--- src/rtl/dmem_arb_pkg.sv ---
// Shared types and constants for the data-memory arbiter slice.
// Latency: n/a (declarations only).
// Backpressure: n/a (declarations only).
package dmem_arb_pkg;

    // Arbiter FSM states
    typedef enum logic [1:0] {
        IDLE = 2'd0,
        BRD  = 2'd1,
        BWR  = 2'd2
    } state_t;

    // Requester identity, used by the round-robin priority pointer
    typedef enum logic {
        PORT_C = 1'b0,
        PORT_D = 1'b1
    } port_id_t;

    localparam int         WORD_BYTES = 4;
    localparam logic [3:0] BE_FULL    = 4'hF;

endpackage

--- src/rtl/dmem_arbiter_if.sv ---
// Bundle of core, DMA/debug and memory-side signals of the arbiter.
// Latency: n/a (wiring only).
// Backpressure: valid/ready on c_req, d_cmd and d_wdata; responses have no backpressure.
// Modports: slave = the arbiter, master = the requesters plus the memory.
interface dmem_arbiter_if #(
    parameter int ADDR_W      = 32,
    parameter int BURST_LEN_W = 4
);
    logic                   c_req_valid;
    logic                   c_req_ready;
    logic                   c_req_we;
    logic [ADDR_W-1:0]      c_req_addr;
    logic [31:0]            c_req_wdata;
    logic [3:0]             c_req_be;
    logic                   c_rsp_valid;
    logic [31:0]            c_rsp_rdata;

    logic                   d_cmd_valid;
    logic                   d_cmd_ready;
    logic                   d_cmd_we;
    logic [ADDR_W-1:0]      d_cmd_addr;
    logic [BURST_LEN_W-1:0] d_cmd_len;
    logic                   d_wdata_valid;
    logic                   d_wdata_ready;
    logic [31:0]            d_wdata;
    logic                   d_rsp_valid;
    logic [31:0]            d_rsp_rdata;
    logic                   d_done;

    logic [ADDR_W-1:0]      m_wr_addr;
    logic [31:0]            m_wr_data;
    logic [3:0]             m_wr_en;
    logic [ADDR_W-1:0]      m_rd_addr;
    logic [31:0]            m_rd_data;

    modport slave (
        input  c_req_valid, c_req_we, c_req_addr, c_req_wdata, c_req_be,
        output c_req_ready, c_rsp_valid, c_rsp_rdata,
        input  d_cmd_valid, d_cmd_we, d_cmd_addr, d_cmd_len, d_wdata_valid, d_wdata,
        output d_cmd_ready, d_wdata_ready, d_rsp_valid, d_rsp_rdata, d_done,
        output m_wr_addr, m_wr_data, m_wr_en, m_rd_addr,
        input  m_rd_data
    );

    modport master (
        output c_req_valid, c_req_we, c_req_addr, c_req_wdata, c_req_be,
        input  c_req_ready, c_rsp_valid, c_rsp_rdata,
        output d_cmd_valid, d_cmd_we, d_cmd_addr, d_cmd_len, d_wdata_valid, d_wdata,
        input  d_cmd_ready, d_wdata_ready, d_rsp_valid, d_rsp_rdata, d_done,
        input  m_wr_addr, m_wr_data, m_wr_en, m_rd_addr,
        output m_rd_data
    );
endinterface

--- src/rtl/dmem_arbiter_rr_arb2.sv ---
// Two-requester round-robin arbiter with a one-bit priority pointer.
// Latency: grant is combinational from req_i; pointer updates at the clock edge.
// Backpressure: none; a request simply stays ungranted while the other port wins.
// Ports: clk, rst (sync, active high), req_i[1:0] (bit0 core, bit1 D), advance_i, gnt_o[1:0] one-hot.
module rr_arb2
    import dmem_arb_pkg::*;
(
    input  logic       clk,
    input  logic       rst,
    input  logic [1:0] req_i,
    input  logic       advance_i,
    output logic [1:0] gnt_o
);

    port_id_t prio_q;
    port_id_t prio_d;

    always_comb begin
        gnt_o = 2'b00;
        unique case (req_i)
            2'b01:   gnt_o = 2'b01;
            2'b10:   gnt_o = 2'b10;
            2'b11:   gnt_o = (prio_q == PORT_C) ? 2'b01 : 2'b10;
            default: gnt_o = 2'b00;
        endcase
    end

    // Pointer moves only on a contested grant, so an uncontested port does
    // not lose its turn by being the sole requester.
    always_comb begin
        prio_d = prio_q;
        if (advance_i && (req_i == 2'b11)) begin
            prio_d = (prio_q == PORT_C) ? PORT_D : PORT_C;
        end
    end

    always_ff @(posedge clk) begin
        if (rst) begin
            prio_q <= PORT_C;
        end else begin
            prio_q <= prio_d;
        end
    end

endmodule

--- src/rtl/dmem_arbiter.sv ---
// Shares one data memory between core single-word accesses and D-port word bursts.
// Latency: writes commit at the fire edge; read data returns one cycle after issue.
// Backpressure: combinational ready on c_req/d_cmd/d_wdata; bursts stall on d_wdata_valid=0.
// Ports: clk, rst (sync, active high), bus (dmem_arbiter_if.slave).
// Build option: DMEM_ARB_PREEMPT_EN lets the core steal every other burst cycle.
module dmem_arbiter
    import dmem_arb_pkg::*;
#(
    parameter int ADDR_W      = 32,
    parameter int BURST_LEN_W = 4
) (
    input  logic          clk,
    input  logic          rst,
    dmem_arbiter_if.slave bus
);

    localparam logic [1:0] S_IDLE = IDLE;
    localparam logic [1:0] S_BRD  = BRD;
    localparam logic [1:0] S_BWR  = BWR;

    logic [1:0]             state_q, state_d;
    logic [BURST_LEN_W-1:0] beat_q, beat_d;
    logic [BURST_LEN_W-1:0] len_q;
    logic [ADDR_W-1:0]      base_q;
    logic [ADDR_W-1:0]      burst_addr;
    logic                   c_rsp_valid_q, d_rsp_valid_q;
    logic [31:0]            c_rsp_rdata_q, d_rsp_rdata_q;

    logic [1:0] gnt;
    logic       idle, steal, c_fire, c_load, d_cmd_fire;
    logic       brd_go, bwr_go, last_beat;

    assign idle = (state_q == S_IDLE);

    // Arbitration only happens in IDLE; requests are masked elsewhere.
    rr_arb2 u_rr_arb2 (
        .clk       (clk),
        .rst       (rst),
        .req_i     ({bus.d_cmd_valid & idle, bus.c_req_valid & idle}),
        .advance_i (idle),
        .gnt_o     (gnt)
    );

`ifdef DMEM_ARB_PREEMPT_EN
    // A steal is refused the cycle after another steal so the burst always
    // gets at least every second memory slot.
    logic steal_q;

    assign steal = !idle && bus.c_req_valid && !steal_q;

    always_ff @(posedge clk) begin
        if (rst) begin
            steal_q <= 1'b0;
        end else begin
            steal_q <= steal;
        end
    end
`else
    assign steal = 1'b0;
`endif

    assign bus.c_req_ready   = gnt[0] | steal;
    assign bus.d_cmd_ready   = gnt[1];
    assign c_fire            = bus.c_req_valid & bus.c_req_ready;
    assign c_load            = c_fire & ~bus.c_req_we;
    assign d_cmd_fire        = bus.d_cmd_valid & gnt[1];

    assign bus.d_wdata_ready = (state_q == S_BWR) & ~steal;
    assign brd_go            = (state_q == S_BRD) & ~steal;
    assign bwr_go            = bus.d_wdata_ready & bus.d_wdata_valid;
    assign last_beat         = (beat_q == len_q);
    assign bus.d_done        = (brd_go | bwr_go) & last_beat;

    // Modulo-2^ADDR_W; the memory only decodes the low index bits, so a
    // burst that runs off the top simply wraps.
    assign burst_addr = base_q + ADDR_W'(beat_q) * ADDR_W'(WORD_BYTES);

    always_comb begin
        bus.m_wr_addr = burst_addr;
        bus.m_wr_data = bus.d_wdata;
        bus.m_wr_en   = 4'h0;
        bus.m_rd_addr = burst_addr;
        if (c_fire) begin
            bus.m_wr_addr = bus.c_req_addr;
            bus.m_wr_data = bus.c_req_wdata;
            bus.m_rd_addr = bus.c_req_addr;
            if (bus.c_req_we) begin
                bus.m_wr_en = bus.c_req_be;
            end
        end else if (bwr_go) begin
            bus.m_wr_en = BE_FULL;
        end
    end

    always_comb begin
        state_d = state_q;
        beat_d  = beat_q;
        if (idle) begin
            if (d_cmd_fire) begin
                state_d = bus.d_cmd_we ? S_BWR : S_BRD;
                beat_d  = '0;
            end
        end else if (brd_go || bwr_go) begin
            if (last_beat) begin
                state_d = S_IDLE;
                beat_d  = '0;
            end else begin
                beat_d  = beat_q + BURST_LEN_W'(1);
            end
        end
    end

    always_ff @(posedge clk) begin
        if (rst) begin
            state_q       <= S_IDLE;
            beat_q        <= '0;
            base_q        <= '0;
            len_q         <= '0;
            c_rsp_valid_q <= 1'b0;
            c_rsp_rdata_q <= '0;
            d_rsp_valid_q <= 1'b0;
            d_rsp_rdata_q <= '0;
        end else begin
            state_q       <= state_d;
            beat_q        <= beat_d;
            if (d_cmd_fire) begin
                base_q <= bus.d_cmd_addr & ~ADDR_W'(WORD_BYTES - 1);
                len_q  <= bus.d_cmd_len;
            end
            c_rsp_valid_q <= c_load;
            if (c_load) begin
                c_rsp_rdata_q <= bus.m_rd_data;
            end
            d_rsp_valid_q <= brd_go;
            if (brd_go) begin
                d_rsp_rdata_q <= bus.m_rd_data;
            end
        end
    end

    assign bus.c_rsp_valid = c_rsp_valid_q;
    assign bus.c_rsp_rdata = c_rsp_rdata_q;
    assign bus.d_rsp_valid = d_rsp_valid_q;
    assign bus.d_rsp_rdata = d_rsp_rdata_q;

endmodule

--- src/flat_wrapper.sv ---
// flat-port wrapper written by rule: the top's interface ports become plain ports
module dmem_arbiter_flat import dmem_arb_pkg::*;
#(
    parameter int ADDR_W      = 32,
    parameter int BURST_LEN_W = 4
)
  (clk, rst, bus_c_req_valid, bus_c_req_we, bus_c_req_addr, bus_c_req_wdata, bus_c_req_be, bus_c_req_ready, bus_c_rsp_valid, bus_c_rsp_rdata, bus_d_cmd_valid, bus_d_cmd_we, bus_d_cmd_addr, bus_d_cmd_len, bus_d_wdata_valid, bus_d_wdata, bus_d_cmd_ready, bus_d_wdata_ready, bus_d_rsp_valid, bus_d_rsp_rdata, bus_d_done, bus_m_wr_addr, bus_m_wr_data, bus_m_wr_en, bus_m_rd_addr, bus_m_rd_data);
  dmem_arbiter_if #(.ADDR_W(ADDR_W), .BURST_LEN_W(BURST_LEN_W)) bus_i ();
  input  logic clk;
  input  logic rst;
  input wire logic [$bits(bus_i.c_req_valid)-1:0] bus_c_req_valid;
  input wire logic [$bits(bus_i.c_req_we)-1:0] bus_c_req_we;
  input wire logic [$bits(bus_i.c_req_addr)-1:0] bus_c_req_addr;
  input wire logic [$bits(bus_i.c_req_wdata)-1:0] bus_c_req_wdata;
  input wire logic [$bits(bus_i.c_req_be)-1:0] bus_c_req_be;
  output wire logic [$bits(bus_i.c_req_ready)-1:0] bus_c_req_ready;
  output wire logic [$bits(bus_i.c_rsp_valid)-1:0] bus_c_rsp_valid;
  output wire logic [$bits(bus_i.c_rsp_rdata)-1:0] bus_c_rsp_rdata;
  input wire logic [$bits(bus_i.d_cmd_valid)-1:0] bus_d_cmd_valid;
  input wire logic [$bits(bus_i.d_cmd_we)-1:0] bus_d_cmd_we;
  input wire logic [$bits(bus_i.d_cmd_addr)-1:0] bus_d_cmd_addr;
  input wire logic [$bits(bus_i.d_cmd_len)-1:0] bus_d_cmd_len;
  input wire logic [$bits(bus_i.d_wdata_valid)-1:0] bus_d_wdata_valid;
  input wire logic [$bits(bus_i.d_wdata)-1:0] bus_d_wdata;
  output wire logic [$bits(bus_i.d_cmd_ready)-1:0] bus_d_cmd_ready;
  output wire logic [$bits(bus_i.d_wdata_ready)-1:0] bus_d_wdata_ready;
  output wire logic [$bits(bus_i.d_rsp_valid)-1:0] bus_d_rsp_valid;
  output wire logic [$bits(bus_i.d_rsp_rdata)-1:0] bus_d_rsp_rdata;
  output wire logic [$bits(bus_i.d_done)-1:0] bus_d_done;
  output wire logic [$bits(bus_i.m_wr_addr)-1:0] bus_m_wr_addr;
  output wire logic [$bits(bus_i.m_wr_data)-1:0] bus_m_wr_data;
  output wire logic [$bits(bus_i.m_wr_en)-1:0] bus_m_wr_en;
  output wire logic [$bits(bus_i.m_rd_addr)-1:0] bus_m_rd_addr;
  input wire logic [$bits(bus_i.m_rd_data)-1:0] bus_m_rd_data;
  assign bus_i.c_req_valid = bus_c_req_valid;
  assign bus_i.c_req_we = bus_c_req_we;
  assign bus_i.c_req_addr = bus_c_req_addr;
  assign bus_i.c_req_wdata = bus_c_req_wdata;
  assign bus_i.c_req_be = bus_c_req_be;
  assign bus_c_req_ready = bus_i.c_req_ready;
  assign bus_c_rsp_valid = bus_i.c_rsp_valid;
  assign bus_c_rsp_rdata = bus_i.c_rsp_rdata;
  assign bus_i.d_cmd_valid = bus_d_cmd_valid;
  assign bus_i.d_cmd_we = bus_d_cmd_we;
  assign bus_i.d_cmd_addr = bus_d_cmd_addr;
  assign bus_i.d_cmd_len = bus_d_cmd_len;
  assign bus_i.d_wdata_valid = bus_d_wdata_valid;
  assign bus_i.d_wdata = bus_d_wdata;
  assign bus_d_cmd_ready = bus_i.d_cmd_ready;
  assign bus_d_wdata_ready = bus_i.d_wdata_ready;
  assign bus_d_rsp_valid = bus_i.d_rsp_valid;
  assign bus_d_rsp_rdata = bus_i.d_rsp_rdata;
  assign bus_d_done = bus_i.d_done;
  assign bus_m_wr_addr = bus_i.m_wr_addr;
  assign bus_m_wr_data = bus_i.m_wr_data;
  assign bus_m_wr_en = bus_i.m_wr_en;
  assign bus_m_rd_addr = bus_i.m_rd_addr;
  assign bus_i.m_rd_data = bus_m_rd_data;
  dmem_arbiter #(.ADDR_W(ADDR_W), .BURST_LEN_W(BURST_LEN_W)) u_core (.clk(clk), .rst(rst), .bus(bus_i));
endmodule
--- config.mk ---
export PLATFORM = sky130hd
export DESIGN_NAME = dmem_arbiter_flat
export DESIGN_NICKNAME = d
export VERILOG_FILES = /design/src/rtl/dmem_arb_pkg.sv /design/src/rtl/dmem_arbiter_if.sv /design/src/rtl/dmem_arbiter_rr_arb2.sv /design/src/rtl/dmem_arbiter.sv /design/src/flat_wrapper.sv
export SDC_FILE = /design/constraint.sdc
export NUM_CORES = 1
export LEC_CHECK = 0
export BUFFER_PORTS_ARGS = -buffer_cell sky130_fd_sc_hd__buf_4
export CAP_MARGIN = 15
export CORE_AREA = 2 2 135 137
export CTS_BUF_LIST = sky130_fd_sc_hd__clkbuf_4
export CTS_CLUSTER_DIAMETER = 50
export DETAILED_ROUTE_END_ITERATION = 7
export DIE_AREA = 0 0 137 139
export GPL_TIMING_DRIVEN = 0
export PLACE_DENSITY_LB_ADDON = 0.05
export SLEW_MARGIN = 15
export SYNTH_ARGS = -nofsm -noshare
export SYNTH_HDL_FRONTEND = slang
export SYNTH_SLANG_ARGS = --single-unit
--- constraint.sdc ---
create_clock -name clk -period 6.4 [get_ports clk]
set_clock_uncertainty 0.15 [all_clocks]
set_input_delay 0.96 -clock clk [delete_from_list [all_inputs] [get_ports clk]]
set_output_delay 0.96 -clock clk [all_outputs]
set_load 0.05 [all_outputs]
==> results of run 1 <==
-- tightest hold or removal path: stages, from the launching register on --
cell	delay, ns
dfxtp_1	0.34
nand2_1	0.05
a21oi_1	0.05
-- metrics by stage --
step           total power, W  hold slack (ns)  instances  instance area, um^2
2_1_floorplan         0.00132            0.291        801                 5530
3_3_place_gp          0.00164            0.292       1372                 8380
3_5_place_dp          0.00164            0.297       1372                 8380
4_1_cts               0.00199            0.318       1388                 8520
5_1_grt               0.00206            0.334       1389                 8520
6_report              0.00197            0.316       1389                 8520
-- state kept, by name, indices dropped and copies added, names as in the netlist --
register / flops
u_core.base_q: 30
u_core.u_rr_arb2.prio_q: 1
u_core.beat_q: 4
u_core.state_q: 2
u_core.bus.d_rsp_valid: 1
u_core.len_q: 4
u_core.bus.c_rsp_valid: 1
u_core.bus.c_rsp_rdata: 32
u_core.bus.d_rsp_rdata: 32
-- area by class of cell --
| class | count | area (um^2) |
|---|---|---|
| Fill cell | 1920 | 9140 |
| Multi-Input combinational cell | 600 | 2890 |
| Timing Repair Buffer | 342 | 2570 |
| Sequential cell | 107 | 2140 |
| Buffer | 87 | 473 |
| Tap cell | 229 | 287 |
| Clock buffer | 10 | 75.1 |
| Clock inverter | 6 | 61.3 |
| Inverter | 7 | 26.3 |
| Antenna cell | 1 | 2.50 |
-- power by group --
part	internal, W	total [W]	leakage (nW)	switching [W]
Combinational	0.000294	0.000891	2.93	0.000596
Clock	0.0000931	0.000351	0.0719	0.000258
Sequential	0.000700	0.000728	0.871	0.0000274
Total	0.00109	0.00197	3.88	0.000882
-- cells in the final DEF, fill, tap and decap left out, drive strengths merged, types with 2 or more instances in the layout --
| master | instances |
|---|---|
| or3 | 6 |
| nand2 | 316 |
| nand3 | 10 |
| a31oi | 21 |
| or4 | 15 |
| nor4b | 2 |
| ha | 5 |
| nor3b | 3 |
| a31o | 4 |
| buf | 388 |
| dfxtp | 107 |
| nand4 | 7 |
| clkinv | 3 |
| nand2b | 6 |
| o211ai | 2 |
| nor2 | 31 |
| and3 | 4 |
| a21oi | 104 |
| xnor2 | 10 |
| o21ai | 16 |
| nor2b | 3 |
| o31ai | 15 |
| a21o | 2 |
| clkbuf | 51 |
| inv | 9 |
| nor3 | 2 |
| and4 | 4 |
-- cell families after synthesis --
family / synth area share [%]
AND/OR/NAND/NOR: 31.6
AO/OA/AOI/OAI: 17.4
flip-flops: 38.8
buffers and inverters: 9.03
XOR/XNOR: 1.74
adder cells (fa/ha/maj): 1.49
-- path summary, 6_finish.rpt --
check | from | end | slack [ns] | cells past startpoint
min reg2reg | u_core.bus.d_rsp_rdata[29]$_SDFFE_PP0P_ | u_core.bus.d_rsp_rdata[29]$_SDFFE_PP0P_ | 0.32 | 2
min | u_core.bus.d_rsp_rdata[29]$_SDFFE_PP0P_ | u_core.bus.d_rsp_rdata[29]$_SDFFE_PP0P_ | 0.32 | 2
max reg2reg | u_core.state_q[1]$_SDFFE_PP0P_ | u_core.bus.c_rsp_rdata[19]$_SDFFE_PP0P_ | 4.03 | 6
max | u_core.beat_q[0]$_SDFFE_PP0P_ | bus_m_wr_addr[28] | 1.49 | 10
-- per-layer routing --
metal	vias to the layer above	global-route usage [%]
met2	228	36.8
met1	2926	27.4
met3	23	5.34
met5	-	0
met4	0	5.81
li1	3353	-
==> flow_summary.yaml, run 1 <==
outcome:
  outcome: "finished clean"
global_routing:
  grt_first_pass_wirelength_um: 32700
  grt_max_degree: 20
  gr-total-overflow: 0
  antenna_found_initial: 1
  grt_pass1_vias: 6069
  track_usage_pct: 21.8
clock_tree:
  cts_tree: "built"
  cts_root_buf: "clkbuf_4"
  clockBufferDepth: 2
  clk_latency_ns: 0.49
  ctsHoldBuffers: 0
  post-cts-setup-buffer-count: 0
  cts_buffers: 9
  cts.sinks: 107
  htreeDepth: 3
  post_cts_resized: 0
  clk_pin_slew_worst_paths_ns: 0.17
floorplan:
  fp-row-count: 49
  start_util_pct: 31.3
  die_w_um: 137
  die-area_um2: 19000
  core_area_um2: 17700
  num_io_pins: 345
  die_h_um: 139
critical_path:
  path_buf_inv: 4
  required_ns: 5.29
  critical_path_class: "reg -> out"
  path_cells: "ha_1 -> fa_1 -> a211oi_1 -> or2_1 -> clkbuf_1 -> clkbuf_1 -> o31ai_1 -> a31oi_1 -> buf_4 -> buf_4"
  max_stage_delay_ns: 0.46
  path_delay_family: "buffers and inverters"
  crit_path_max_fanout: 10
  startpoint_type: "register"
  critPathArrivalTime_ns: 3.80
  slowest_stage: "clkbuf_1"
  crit_path_end_kind: "output pin"
routing:
  route.met2.wl_um: 10400
  met1Wirelength_um: 9180
  wl_met3_um: 1830
  via_per_inst: 4.70
  drc_errors: 0
  postRouteWirelength_um: 21800
  firstDrtPassIters: 5
  wl_per_cell_um: 15.7
  antenna_left: 0
  vias: 6530
  drt_iter0_drc: 241
  highest_layer: "met4"
synth:
  synth_area_leader_cell: "dfxtp_1"
  async_flop_share_pct: 0
  postSynthAreaPerCell_um2: 6.90
  ys_ff_latch: 107
  yosys_warnings: 0
  synthDistinctLibCells: 44
  yosysMostFrequentCell: "nand2_1"
  syn_inst: 801
  netlist_top_cells_area: "dfxtp_1 (39%), nand2_1 (21%), a21oi_1 (9.4%)"
  netlist_area_um2: 5530
  synth_fp_nets: 982
  synthTopCellsByCount: "nand2_1 (316), dfxtp_1 (107), a21oi_1 (104), clkbuf_1 (41), buf_4 (32)"
  synth_edf_count: 0
  ys.flop_type: "dfxtp_1"
  synth_top_area_share_pct: 38.8
  ys_seq_area_share_pct: 38.8
sta:
  setup_viol: 0
  hold_viol_final: 0
  report.final.slew_viol_count: 0
  fmax_mhz: 204
  worst_pin_slew_ns: 0.677
  period_needed_ns: 4.91
  rsz0062_at_grt: "false"
  slew_headroom_pct: 54.7
  layout_setup_ws_ns: 1.49
  tns_ns: 0
  finalCritPeriodShare_pct: 76.7
job:
  max_cap_violations: 0
placed_design:
  dpl.hpwl_um: 17200
  pre_cts_ws_ns: 1.84
  portBuffers: 342
  globalplace.congestion: 0.771
final_layout:
  layout-drive-gt1-share_pct: 34.8
  area_growth_pct: 54.2
  utilization_pct: 48.2
  final_nets: 1335
power_and_ir_drop:
  vdd_drop_max_uv: 112
  leakagePower_nw: 3.88
  p_per_area_nw_per_um2: 231
min_path:
  hold_path_class: "reg -> reg"
Note: power is estimated with default switching activity, not from simulation.
==> run 2: changes to the inputs <==
CORE_AREA = 2 2 136 138   (was 2 2 135 137)
DIE_AREA = 0 0 138 140   (was 0 0 137 139)
clock period = 4.96 ns   (was 6.4 ns; I/O delays follow)
==> run 2 against run 1 <==
Routed wire length increased by 1.8%. Critical path depth unchanged. Sequential share of layout area about the same. Die area increased by 1.5%. Design area about the same. Sequential power increased by 29%. Non-clock buffer count unchanged. Clock power increased by 25%. Hold slack got worse by 0.00066 ns. Global-route usage increased by 0.24 points. Largest power group unchanged. Highest routed layer unchanged.
==> flow_summary.yaml, run 2 (synthesis results as in run 1) <==
outcome:
  outcome: "finished clean"
routing:
  drc_errors: 0
  via_per_inst: 4.68
  drt_iter0_drc: 244
  vias: 6499
  antenna_left: 0
  firstDrtPassIters: 5
  postRouteWirelength_um: 22200
  wl_per_cell_um: 16.0
sta:
  tns_ns: 0
  report.final.slew_viol_count: 0
  fmax_mhz: 216
  period_needed_ns: 4.63
  layout_setup_ws_ns: 0.328
  worst_pin_slew_ns: 0.816
  finalCritPeriodShare_pct: 93.4
  rsz0062_at_grt: "false"
  slew_headroom_pct: 45.1
  setup_viol: 0
  hold_viol_final: 0
final_layout:
  final_area_um2: 8520
  fill_cells: 1934
  multi_input_area_um2: 2890
  layout_commonest_cell: "buf_4"
  area_growth_pct: 54.2
  layout-drive-gt1-share_pct: 34.9
  layout_common_cells: "buf_4 (374), nand2_1 (316), dfxtp_1 (107)"
  utilization_pct: 47.9
  final_nets: 1335
  regArea_um2: 2140
critical_path:
  slowest_stage: "a211oi_1"
  startpoint_type: "register"
  path_delay_family: "buffers and inverters"
  reg2reg_from: "u_core.state_q[1]$_SDFFE_PP0P_"
  crit_path_end_kind: "output pin"
  crit_start: "u_core.beat_q[0]$_SDFFE_PP0P_"
  critPathArrivalTime_ns: 3.74
  max_stage_delay_ns: 0.46
  critical_path_class: "reg -> out"
  crit_path_max_fanout: 10
  path_buf_inv: 4
  required_ns: 4.07
  path_cells: "ha_1 -> fa_1 -> a211oi_1 -> or2_1 -> clkbuf_1 -> clkbuf_2 -> o31ai_1 -> a31oi_1 -> buf_4 -> buf_4"
  crit_top_cell: "buf_4"
floorplan:
  start_util_pct: 31.1
  num_io_pins: 345
  die-area_um2: 19300
  fp-row-count: 49
  die_w_um: 138
  core_area_um2: 17800
  die_h_um: 140
job:
  max_cap_violations: 0
global_routing:
  track_usage_pct: 22.0
  grt_pass1_vias: 6196
  grt_max_degree: 20
  gr-total-overflow: 0
  grt_first_pass_wirelength_um: 34000
  antenna_found_initial: 1
min_path:
  hold_path_class: "reg -> reg"
  hp-start: "u_core.bus.c_rsp_rdata[31]$_SDFFE_PP0P_"
clock_tree:
  ctsHoldBuffers: 0
  cts.sinks: 107
  htreeDepth: 3
  cts_buffers: 9
  cts_tree: "built"
  clk_pin_slew_worst_paths_ns: 0.16
  cts_root_buf: "clkbuf_4"
  clk_latency_ns: 0.48
  clockBufferDepth: 2
power_and_ir_drop:
  p_per_area_nw_per_um2: 297
  fin_total_pwr_w: 0.00253
  vdd_drop_max_uv: 153
  leakagePower_nw: 3.87
placed_design:
  portBuffers: 342
  dpl_cell_area_um2: 8380
  globalplace.congestion: 0.857
  pre_cts_ws_ns: 0.545
  dpl.hpwl_um: 17900
[run 2: cell count changes in the layout (fill, tap and decap cells not counted)]
| cell | previous run | this run |
|---|---|---|
| a2bb2oi_2 | 0 | 1 |
| a2bb2oi_1 | 1 | 0 |
| clkbuf_1 | 41 | 40 |
| clkbuf_2 | 0 | 1 |
| clkinv_4 | 2 | 0 |
| clkinvlp_4 | 1 | 2 |
| inv_6 | 1 | 3 |
| inv_8 | 1 | 0 |
[run 2: path summary, 6_finish.rpt]
path	to	slack (ns)	depth (start not counted)
worst max-delay path	bus_m_wr_addr[28]	0.33	10
worst min-delay path	u_core.bus.c_rsp_rdata[31]$_SDFFE_PP0P_	0.32	2
worst min register to register	u_core.bus.c_rsp_rdata[31]$_SDFFE_PP0P_	0.32	2
worst max register to register	u_core.bus.c_rsp_rdata[13]$_SDFFE_PP0P_	2.68	6
[run 2: area by class of cell]
| cell class | count | area share, % |
|---|---|---|
| inverter | 7 | 0.308 |
| antenna | 1 | 0.0294 |
| timing repair buffer | 342 | 30.1 |
| sequential | 107 | 25.1 |
| buffer | 87 | 5.56 |
| tap | 229 | 3.36 |
| clock inverter | 6 | 0.675 |
| clock buffer | 10 | 0.881 |
| multi-input combinational | 600 | 33.9 |
[run 2: stage by stage]
step	std cells	hold WS, ns
final	1389	0.316
after global routing	1389	0.295
after CTS	1388	0.291
after detailed placement	1372	0.297
after global placement	1372	0.292
after floorplan	801	0.291
[run 2: where the power goes]
part	internal, W	switching, W	leakage [nW]	total, W
combinational	0.000380	0.000773	2.94	0.00115
clock	0.000118	0.000319	0.0668	0.000437
sequential	0.000904	0.0000354	0.871	0.000939
total	0.00140	0.00113	3.87	0.00253
[run 2: worst reg2reg max path, stage by stage (launching register included)]
cell,delay [ns]
dfxtp_1,0.40
nor3b_1,0.55
and3_1,0.25
clkbuf_1,0.21
clkbuf_1,0.43
nand2_1,0.11
a21oi_1,0.13
[run 2: layer usage]
layer / track usage [%] / wire length (um) / up-vias / share of wire, %
met5: 0 / 0 / - / 0
met4: 6.28 / 374 / 0 / 1.7
met3: 5.71 / 1610 / 20 / 7.3
met2: 37.5 / 10700 / 228 / 48
met1: 27.6 / 9540 / 2894 / 43
li1: - / - / 3357 / -
[run 2: timing repair]
item | 4_1_cts | 5_1_grt
setup buffers | 0 | 0
endpoints found under the hold margin | 0 | 0
resized for setup | 0 | 3
setup endpoints to repair | 0 | 9
==> run 3: changes to the inputs <==
ABC_AREA = 1   (was unset)
CORE_AREA = 2 2 135 137   (was 2 2 136 138)
DIE_AREA = 0 0 137 139   (was 0 0 138 140)
clock period = 5.15 ns   (was 4.96 ns; I/O delays follow)
==> run 3 against run 2 <==
Design area increased by 3.7%. Sequential share of layout area fell by 0.89 points. Via count is 6.5% higher. Cell count increased by 9.6%. Sequential cell count unchanged. Clock power is 11% higher. Die area decreased by 1.4%. Register-to-register slack better by 0.51 ns. Routed wire length rose by 0.59%. Sequential power up 1%. Critical path type unchanged. Critical endpoint is now bus_m_wr_addr[10].
==> flow_summary.yaml, run 3 <==
synth:
  yosys_warnings: 0
  netlist_area_um2: 5830
  synth_edf_count: 0
  ys_seq_area_share_pct: 36.8
  ys.flop_type: "dfxtp_1"
  ys_ff_latch: 107
  postSynthAreaPerCell_um2: 6.23
  netlist_top_cells_area: "dfxtp_1 (37%), nand2_1 (20%), nor2_1 (7.8%)"
  syn_inst: 935
  synthTopCellsByCount: "nand2_1 (306), nor2_1 (121), dfxtp_1 (107), o21ai_0 (83), inv_1 (80)"
  async_flop_share_pct: 0
  yosysMostFrequentCell: "nand2_1"
  synth_top_area_share_pct: 36.8
  synth_fp_nets: 1116
  synth_area_leader_cell: "dfxtp_1"
  synthDistinctLibCells: 27
clock_tree:
  htreeDepth: 3
  clk_pin_slew_worst_paths_ns: 0.18
  post-cts-setup-buffer-count: 0
  cts_root_buf: "clkbuf_4"
  clk_latency_ns: 0.49
  cts_tree: "built"
  cts_buffers: 9
  ctsHoldBuffers: 0
  cts.sinks: 107
  post_cts_resized: 0
  clockBufferDepth: 2
final_layout:
  final_nets: 1468
  layout_commonest_cell: "buf_4"
  layout-drive-gt1-share_pct: 31.2
  utilization_pct: 50.0
  layout_common_cells: "buf_4 (373), nand2_1 (306), nor2_1 (121)"
  final_area_um2: 8840
  area_growth_pct: 51.6
power_and_ir_drop:
  vdd_drop_max_uv: 154
  leakagePower_nw: 4.40
  p_per_area_nw_per_um2: 312
placed_design:
  dpl.hpwl_um: 17900
  portBuffers: 341
  pre_cts_ws_ns: 1.52
  dpl_cell_area_um2: 8670
  globalplace.congestion: 0.868
global_routing:
  grt_max_degree: 21
  gr-total-overflow: 0
  grt_pass1_vias: 6477
  antenna_found_initial: 1
  grt_first_pass_wirelength_um: 33700
  track_usage_pct: 22.5
routing:
  postRouteWirelength_um: 22300
  drc_errors: 0
  firstDrtPassIters: 7
  vias: 6921
  wl_per_cell_um: 14.7
  via_per_inst: 4.55
  drt_iter0_drc: 298
  antenna_left: 0
floorplan:
  die_w_um: 137
  start_util_pct: 33.0
  fp-row-count: 49
  core_area_um2: 17700
  num_io_pins: 345
  die_h_um: 139
  die-area_um2: 19000
sta:
  finalCritPeriodShare_pct: 79.2
  report.final.slew_viol_count: 0
  hold_viol_final: 0
  fmax_mhz: 245
  setup_viol: 0
  tns_ns: 0
  hold_slack_ns: 0.308
  period_needed_ns: 4.08
  worst_pin_slew_ns: 0.797
  layout_setup_ws_ns: 1.07
  slew_headroom_pct: 46.3
  rsz0062_at_grt: "false"
critical_path:
  crit_top_cell: "nand2_1"
  critPathArrivalTime_ns: 3.16
  startpoint_type: "register"
  crit_path_end_kind: "output pin"
  slowest_stage: "dfxtp_1"
  worst-path-stages: 10
  crit_path_max_fanout: 6
  critical_path_class: "reg -> out"
  path_delay_family: "simple AND/OR/NAND/NOR gates"
  reg2reg_depth: 5
  path_buf_inv: 2
  required_ns: 4.23
  max_stage_delay_ns: 0.49
  path_cells: "ha_1 -> fa_1 -> nand3_1 -> nand2_1 -> nand2_1 -> nor2_1 -> nand2_1 -> a31oi_1 -> buf_4 -> buf_4"
min_path:
  whs_path_depth: 2
  hold_path_class: "reg -> reg"
job:
  max_cap_violations: 0
outcome:
  outcome: "finished clean"
## run 3: cell types whose count changed in the layout (fill, tap and decap cells not counted), sizes merged, moves of 7 or more
cell	before	now
a31oi	21	6
inv	10	85
xor2	1	8
o31ai	15	0
nand3	10	29
a21oi	104	78
nand2	316	307
nor2	31	122
clkbuf	51	39
o21ai	16	103
or4	15	0
xnor2	10	1
## run 3: cells by family (layout without fill, tap and decap cells)
| logic type | count (synthesis) | after routing | share of synthesized area, % |
|---|---|---|---|
| XOR/XNOR | 9 | 9 | 1.35 |
| adder cells (fa/ha/maj) | 6 | 6 | 1.42 |
| other | 0 | 1 | 0 |
| AND/OR/NAND/NOR | 467 | 467 | 31.1 |
| AO/OA/AOI/OAI | 187 | 187 | 16.2 |
| flip-flops | 107 | 107 | 36.8 |
| buffers and inverters | 159 | 516 | 13.2 |
## run 3: layout make-up
type | count | area [um^2]
diodes | 1 | 2.50
plain buffers | 77 | 459
clock buffers | 9 | 67.6
clock inverters | 7 | 92.6
fillers | 1960 | 8820
inverters | 82 | 308
multi-input cells | 669 | 2920
flip-flops and latches | 107 | 2140
well taps | 229 | 287
repair buffers | 341 | 2560
## run 3: power by group
group          internal, W  switching, W
registers         0.000902     0.0000494
logic             0.000425      0.000898
clock network     0.000162      0.000325
## run 3: worst paths after layout
kind                                                              from                                     end  slack (ns)
worst max-delay path                     u_core.beat_q[0]$_SDFFE_PP0P_                       bus_m_wr_addr[10]        1.07
worst min-delay path            u_core.bus.c_rsp_rdata[8]$_SDFFE_PP0P_  u_core.bus.c_rsp_rdata[8]$_SDFFE_PP0P_        0.31
worst max register to register          u_core.state_q[0]$_SDFFE_PP0P_          u_core.state_q[0]$_SDFFE_PP0P_        3.19
worst min register to register  u_core.bus.c_rsp_rdata[8]$_SDFFE_PP0P_  u_core.bus.c_rsp_rdata[8]$_SDFFE_PP0P_        0.31
## run 3: per-stage QoR
step / std cells / total power, W
after detailed placement: 1505 / 0.00230
after global routing: 1522 / 0.00290
after floorplan: 935 / 0.00184
after CTS: 1521 / 0.00279
after global placement: 1505 / 0.00230
final: 1522 / 0.00276
## run 3: tightest hold or removal path, stage by stage, from the launching register on
cell and delay (ns):
dfxtp_1 0.35, inv_1 0.05, a21oi_1 0.05
## run 3: layer usage
layer / up-vias / wire length, um / global-route usage, % / part of all wire (%)
met2: 256 / 10800 / 38.8 / 48
li1: 3617 / - / - / -
met3: 31 / 2220 / 6.98 / 9.9
met1: 3017 / 8820 / 26.2 / 39
met4: 0 / 512 / 7.76 / 2.3
met5: - / 0 / 0 / 0
